==> src/rtl/sprite_frame_animator.sv <==
// Sprite-ROM address generator with an idle/walk/jump animation FSM.
// Frame/mirror state advances only on frame_tick; the address path is one registered stage.
module sprite_frame_animator #(
    parameter int SPR_W       = 20,
    parameter int SPR_H       = 40,
    parameter int NUM_FRAMES  = 4,
    parameter int FRAME_TICKS = 8,
    parameter int COORD_W     = 10,
    parameter int ADDR_W      = 19,
    parameter int BASE_ADDR   = 0
) (
    input  logic                          Clk,
    input  logic                          Reset_n,
    input  logic                          frame_tick,
    input  logic                          walking,
    input  logic                          jumping,
    input  logic                          facing_left,
    input  logic [COORD_W-1:0]            drawxsig,
    input  logic [COORD_W-1:0]            drawysig,
    input  logic [COORD_W-1:0]            spritexsig,
    input  logic [COORD_W-1:0]            spriteysig,
    output logic [ADDR_W-1:0]             read_address_mario,
    output logic                          pixel_valid,
    output logic [$clog2(NUM_FRAMES)-1:0] frame_number
);

    localparam int FW = $clog2(NUM_FRAMES);
    localparam int CW = (FRAME_TICKS > 1) ? $clog2(FRAME_TICKS) : 1;
    localparam int SW = COORD_W + 2;

    localparam logic [FW-1:0] FR_IDLE = '0;
    localparam logic [FW-1:0] FR_LO   = FW'(1);
    localparam logic [FW-1:0] FR_HI   = FW'(NUM_FRAMES - 2);
    localparam logic [FW-1:0] FR_JUMP = FW'(NUM_FRAMES - 1);
    localparam logic [CW-1:0] CNT_MAX = CW'(FRAME_TICKS - 1);

    localparam logic signed [SW-1:0] HALF_W = SW'(SPR_W / 2);
    localparam logic signed [SW-1:0] HALF_H = SW'(SPR_H / 2);
    localparam logic signed [SW-1:0] LIM_W  = SW'(SPR_W);
    localparam logic signed [SW-1:0] LIM_H  = SW'(SPR_H);
    localparam logic [31:0]          FRAME_SZ = 32'(SPR_W * SPR_H);

    typedef enum logic [1:0] {IDLE, WALK, JUMP} state_e;

    state_e        state_q, state_d;
    logic [FW-1:0] frame_q, frame_d;
    logic [CW-1:0] cnt_q, cnt_d;
    logic          dir_up_q, dir_up_d;
    logic          mirror_q, mirror_d;
    logic [ADDR_W-1:0] addr_q, addr_d;
    logic          valid_q, valid_d;

    always_ff @(posedge Clk or negedge Reset_n) begin
        if (!Reset_n) begin
            state_q  <= IDLE;
            frame_q  <= '0;
            cnt_q    <= '0;
            dir_up_q <= 1'b1;
            mirror_q <= 1'b0;
            addr_q   <= '0;
            valid_q  <= 1'b0;
        end else begin
            state_q  <= state_d;
            frame_q  <= frame_d;
            cnt_q    <= cnt_d;
            dir_up_q <= dir_up_d;
            mirror_q <= mirror_d;
            addr_q   <= addr_d;
            valid_q  <= valid_d;
        end
    end

    always_comb begin
        state_d  = state_q;
        frame_d  = frame_q;
        cnt_d    = cnt_q;
        dir_up_d = dir_up_q;
        mirror_d = mirror_q;
        if (frame_tick) begin
            mirror_d = facing_left;
            if (jumping) begin
                state_d = JUMP;
                frame_d = FR_JUMP;
            end else begin
                unique case (state_q)
                    IDLE, JUMP: begin
                        if (walking) begin
                            state_d  = WALK;
                            frame_d  = FR_LO;
                            cnt_d    = '0;
                            dir_up_d = 1'b1;
                        end else begin
                            state_d = IDLE;
                            frame_d = FR_IDLE;
                        end
                    end
                    WALK: begin
                        if (!walking) begin
                            state_d = IDLE;
                            frame_d = FR_IDLE;
                        end else if (cnt_q != CNT_MAX) begin
                            cnt_d = cnt_q + CW'(1);
                        end else begin
                            cnt_d = '0;
                            // Ping-pong over the walk frames; a single walk frame never moves.
                            if (FR_LO != FR_HI) begin
                                if (dir_up_q) begin
                                    if (frame_q < FR_HI) frame_d = frame_q + FW'(1);
                                    else begin
                                        dir_up_d = 1'b0;
                                        frame_d  = frame_q - FW'(1);
                                    end
                                end else begin
                                    if (frame_q > FR_LO) frame_d = frame_q - FW'(1);
                                    else begin
                                        dir_up_d = 1'b1;
                                        frame_d  = frame_q + FW'(1);
                                    end
                                end
                            end
                        end
                    end
                    default: begin
                        state_d = IDLE;
                        frame_d = FR_IDLE;
                    end
                endcase
            end
        end
    end

    // Offsets are signed and two bits wider so sprites clipped at the screen edge cannot alias.
    logic signed [SW-1:0] dx, dy;
    logic                 in_box;
    logic [31:0]          col, addr_full;

    always_comb begin
        dx     = $signed({2'b00, drawxsig}) - ($signed({2'b00, spritexsig}) - HALF_W);
        dy     = $signed({2'b00, drawysig}) - ($signed({2'b00, spriteysig}) - HALF_H);
        in_box = !dx[SW-1] && (dx < LIM_W) && !dy[SW-1] && (dy < LIM_H);
        col    = mirror_q ? (32'(SPR_W - 1) - 32'($unsigned(dx))) : 32'($unsigned(dx));
        addr_full = 32'(BASE_ADDR) + 32'(frame_q) * FRAME_SZ
                  + 32'($unsigned(dy)) * 32'(SPR_W) + col;
        addr_d  = in_box ? addr_full[ADDR_W-1:0] : '0;
        valid_d = in_box;
    end

    assign read_address_mario = addr_q;
    assign pixel_valid        = valid_q;
    assign frame_number       = frame_q;

endmodule

==> config.mk <==
export PLATFORM = sky130hd
export DESIGN_NAME = sprite_frame_animator
export DESIGN_NICKNAME = d
export VERILOG_FILES = /design/src/rtl/sprite_frame_animator.sv
export SDC_FILE = /design/constraint.sdc
export NUM_CORES = 1
export LEC_CHECK = 0
export BUFFER_PORTS_ARGS = -buffer_cell sky130_fd_sc_hd__buf_2
export CELL_PAD_IN_SITES_DETAIL_PLACEMENT = 1
export CELL_PAD_IN_SITES_GLOBAL_PLACEMENT = 2
export CORE_ASPECT_RATIO = 0.75
export CORE_MARGIN = 8
export CORE_UTILIZATION = 35
export CTS_CLUSTER_SIZE = 10
export DETAILED_ROUTE_END_ITERATION = 16
export PLACE_DENSITY_LB_ADDON = 0.05
export SETUP_SLACK_MARGIN = 0.3
export SLEW_MARGIN = 20
export SYNTH_ARGS = -nofsm -noshare
export SYNTH_HDL_FRONTEND = slang
export SYNTH_SLANG_ARGS = --single-unit
==> constraint.sdc <==
create_clock -name Clk -period 4.71 [get_ports Clk]
set_input_delay 1.413 -clock Clk [delete_from_list [all_inputs] [get_ports Clk]]
set_output_delay 1.413 -clock Clk [all_outputs]
set_load 0.05 [all_outputs]
==> metrics.txt <==
# TYPE chip_impl_metric gauge
chip_impl_metric{name="ys_ff_latch",unit=""} 29
chip_impl_info{name="min-delay-start",value="cnt_q[2]"} 1
chip_impl_info{name="path_class",value="primary input to flip-flop"} 1
chip_impl_info{name="setup.worst_path.start",value="spriteysig[3]"} 1
chip_impl_metric{name="num-nets-final",unit=""} 898
chip_impl_metric{name="routedWlPerCell",unit="um"} 21.51
chip_impl_metric{name="drt.antenna.violating_nets",unit=""} 0
chip_impl_metric{name="top_level_ports",unit=""} 68
chip_impl_info{name="grt_setup_unrepaired",value="true"} 1
chip_impl_metric{name="power_density",unit="mW/mm2"} 917.7
chip_impl_info{name="tritoncts",value="yes"} 1
chip_impl_metric{name="final_min_period_over_clock_period",unit=""} 1.319
chip_impl_metric{name="fp.coreArea",unit="mm2"} 0.01209
chip_impl_info{name="count_leader_synth",value="ha_1"} 1
chip_impl_metric{name="cellLeakagePower",unit="nW"} 3.545
chip_impl_metric{name="fin_skew",unit="ps"} 3.936
chip_impl_metric{name="net-switching-power",unit="mW"} 3.317
chip_impl_metric{name="share_seq_of_total_power",unit=""} 0.040
chip_impl_metric{name="drv_slew",unit=""} 0
chip_impl_metric{name="fp-row-count",unit=""} 35
chip_impl_metric{name="yosysSeqAreaShare",unit=""} 0.1706
chip_impl_metric{name="first_global_vias",unit=""} 5442
chip_impl_metric{name="combPwrFrac",unit=""} 0.913
chip_impl_metric{name="cts_buffers",unit=""} 5
chip_impl_metric{name="global_route.usage.total",unit=""} 0.2058
chip_impl_info{name="timing.hold.worst.class",value="flip-flop to flip-flop"} 1
chip_impl_metric{name="maximum_number_of_buffers_from_clock_root_to_sink",unit=""} 2
chip_impl_metric{name="floorplan.die_area",unit="mm2"} 0.01600
chip_impl_metric{name="critPathArrivalTime",unit="ps"} 6400
chip_impl_metric{name="clock_tree_sinks",unit=""} 29
chip_impl_metric{name="share_of_power_burned_in_the_clock_network",unit=""} 0.047
chip_impl_metric{name="synth.top_cell.area_share",unit=""} 0.2115
chip_impl_metric{name="layout_setup_ws",unit="ps"} -1501
chip_impl_metric{name="stdcell_count",unit=""} 937
chip_impl_metric{name="worst_hold_slack",unit="ps"} 493.8
chip_impl_metric{name="final_hold_viol_count",unit=""} 0
chip_impl_metric{name="syn_avg_cell_area",unit="um2"} 8.240
chip_impl_metric{name="drcViolationCount",unit=""} 0
chip_impl_info{name="result_of_the_run",value="finished with violations"} 1
chip_impl_info{name="worst_r2r_startpoint",value="mirror_q"} 1
chip_impl_metric{name="place_congestion",unit=""} 0.7761
chip_impl_metric{name="max_stage_delay",unit="ps"} 500
chip_impl_metric{name="detailedRoute.firstPassIterationCount",unit=""} 6
chip_impl_metric{name="syn_to_final_growth",unit="%"} 78.53
chip_impl_metric{name="worst_ep_required_time",unit="ps"} 4890
chip_impl_metric{name="fmax",unit="MHz"} 161.0
chip_impl_metric{name="initialDrtViolationCount",unit=""} 185
chip_impl_info{name="synthTopCellsByArea",value="ha_1 (21%), dfrtp_1 (16%), xor2_1 (6.8%)"} 1
chip_impl_metric{name="worst_setup_hold_path_clk_slew",unit="ps"} 50
chip_impl_metric{name="finalSetupTns",unit="ps"} -14640
chip_impl_metric{name="maximum_number_of_pins_on_one_net_before_global_route_repair",unit=""} 30
chip_impl_info{name="root_driver",value="clkbuf_16"} 1
chip_impl_metric{name="globalRoute.totalOverflow",unit=""} 0
chip_impl_metric{name="dp_slack",unit="ps"} -1742
chip_impl_metric{name="yosysWarnings",unit=""} 0
chip_impl_metric{name="detail_route.wirelength",unit="um"} 20150
chip_impl_info{name="crit_end_element",value="flip-flop"} 1
chip_impl_metric{name="vdd.ir_drop.worst",unit="mV"} 0.5056
chip_impl_info{name="synth_flop_cell",value="dfrtp_1"} 1
chip_impl_metric{name="clk-insertion-delay-late",unit="ps"} 270
chip_impl_info{name="crit_path_start_kind",value="primary input"} 1
chip_impl_info{name="synthDominantAreaCellType",value="ha_1"} 1
chip_impl_metric{name="cap_violations",unit=""} 0
chip_impl_metric{name="dieHeight",unit="um"} 111.5
chip_impl_metric{name="number_of_antenna_violations_at_the_first_check_in_global_routing",unit=""} 0
chip_impl_metric{name="register_to_register_setup_slack",unit="ps"} 810
chip_impl_metric{name="initial_core_util",unit=""} 0.3525
chip_impl_metric{name="insertedDiodeCount",unit=""} 0
chip_impl_info{name="timing.critical_path.cells",value="buf_6 > inv_6 > ha_4 > xor2_1 > ha_1 > a21o_1 > a221oi_4 > a21oi_2 > or4_1 > and3_4 > nor2_4 > nor2_2 > ha_2 > or3_4 > o21ai_2 > a21oi_2 > a31oi_1 > xnor2_1 > ha_1 > ha_4 > and2_4 > o22ai_2 > or3_4 > a211oi_2"} 1
chip_impl_metric{name="global_route_wire_length_before_repair",unit="um"} 26990
chip_impl_info{name="violations",value="negative setup slack"} 1
chip_impl_metric{name="syn-num-nets",unit=""} 645
chip_impl_metric{name="setup_violations",unit=""} 20
chip_impl_metric{name="route.detailed.vias_per_inst",unit=""} 5.337
chip_impl_metric{name="drive_above_1_share",unit=""} 0.5525
chip_impl_info{name="worst_path_max_delay_cell",value="a221oi_4"} 1
chip_impl_info{name="synth.cells.most_frequent",value="ha_1 (72), inv_1 (49), nor2_1 (44)"} 1
chip_impl_metric{name="syn_area",unit="mm2"} 0.004260
chip_impl_metric{name="dr_total_vias",unit=""} 5001
chip_impl_metric{name="tightestPinTransition",unit="ps"} 804.7
chip_impl_metric{name="crit_fanout",unit=""} 5
chip_impl_metric{name="port-buffer-count",unit=""} 67
chip_impl_metric{name="fp.dieW",unit="um"} 143.4
chip_impl_metric{name="internal_pwr_total",unit="mW"} 3.663
chip_impl_metric{name="timing.max_slew.rel_slack",unit=""} 0.4635
chip_impl_metric{name="synth_async_sr_flop_share",unit=""} 1.000
chip_impl_metric{name="place_inst",unit=""} 880
chip_impl_metric{name="min_clock_period_post_route",unit="ps"} 6211
chip_impl_metric{name="detailed_place_hpwl",unit="um"} 11300
chip_impl_metric{name="cts.hold.buffers_added",unit=""} 0
chip_impl_metric{name="level_count_of_the_clock_h_tree",unit=""} 2
chip_impl_metric{name="syn_inst",unit=""} 517
chip_impl_metric{name="synth.lib_cells_used.distinct",unit=""} 58
chip_impl_metric{name="synth_enable_flop_cells",unit=""} 0
chip_impl_metric{name="netSwitchingFraction",unit=""} 0.4752
-- critical path: cells and delay by family --
| kind | cells | cell delay, ps |
|---|---|---|
| AOI/OAI and AO/OA | 8 | 1570 |
| and+or+nand+nor | 7 | 1710 |
| adders and majority gates | 5 | 1260 |
| xor gates and xnor gates | 2 | 320 |
| buffers and inverters | 2 | 120 |
-- worst paths after layout --
path	to	depth (start not counted)
max	read_address_mario[17]	24
min reg2reg	cnt_q[2]	2
min in group asynchronous	frame_number[0]	1
max in group asynchronous	read_address_mario[12]	1
min	cnt_q[2]	2
max reg2reg	read_address_mario[15]	13
-- layer usage --
| layer | vias up | GRT usage | wire length (um) |
|---|---|---|---|
| li1 | 2333 | - | - |
| met1 | 2457 | 0.2529 | 8422 |
| met2 | 154 | 0.3565 | 10180 |
| met3 | 57 | 0.02309 | 734 |
| met4 | 0 | 0.08456 | 815 |
| met5 | - | 0 | 0 |
-- kinds of logic (layout without fill, tap and decap cells) --
kind of cell,count (synthesis),in the layout,share of synthesized area
and+or+nand+nor,165,168,0.2015
AOI/OAI and AO/OA,121,121,0.1894
adders and majority gates,82,82,0.2584
buffers and inverters,60,311,0.05580
xor gates and xnor gates,58,58,0.1192
DFF,29,29,0.1706
muxes,2,2,0.004993
-- flip-flops by register name (all words and copies together), names as in the netlist --
| signal | cells |
|---|---|
| frame_number | 2 |
| pixel_valid | 1 |
| read_address_mario | 19 |
| mirror_q | 1 |
| cnt_q | 3 |
| dir_up_q | 1 |
| state_q | 2 |
-- per-stage QoR --
step,total power [mW],util,cell area (um2)
global placement,4.579,0.5102,6167
floorplan,3.216,-,4613
finish,6.980,0.6293,7606
CTS,5.860,0.5827,7043
detailed placement,4.692,0.5102,6167
global route,7.378,0.6293,7606
-- cell usage in the layout (no fill, tap or decap), drive strengths merged, types with 10 or more instances in the layout --
master | netlist | layout
nor3 | 30 | 30
ha | 72 | 72
a21oi | 23 | 23
inv | 49 | 49
buf | 6 | 254
xnor2 | 25 | 25
dfrtp | 28 | 28
nand2 | 32 | 32
fa | 10 | 10
xor2 | 33 | 33
nand2b | 11 | 11
nand3 | 11 | 11
o21ai | 26 | 26
nor2 | 44 | 44
o21a | 15 | 15
-- layout make-up --
class                   instances  area, um2
clock inverters                 1      5.005
multi-input cells             431       4437
clock buffers                   7      152.6
fillers                      1383       4481
well taps                     166      207.7
inverters                      49      211.5
repair buffers                254       1866
flip-flops and latches         29      726.9
-- what timing repair did --
action,4_1_cts,5_1_grt
buffers inserted,28,18
setup endpoints to repair,19,20
cloned,3,0
pin swaps,73,55
resized for setup,100,74
-- power by group through the flow --
stage	Clock, mW	Combinational [mW]	Sequential (mW)
after floorplan	0	2.93	0.281
after global placement	0	4.30	0.282
after detailed placement	0	4.41	0.283
after CTS	0.331	5.25	0.280
after global routing	0.338	6.76	0.283
final	0.327	6.37	0.281
No activity file was read; power rests on OpenSTA's default activity.
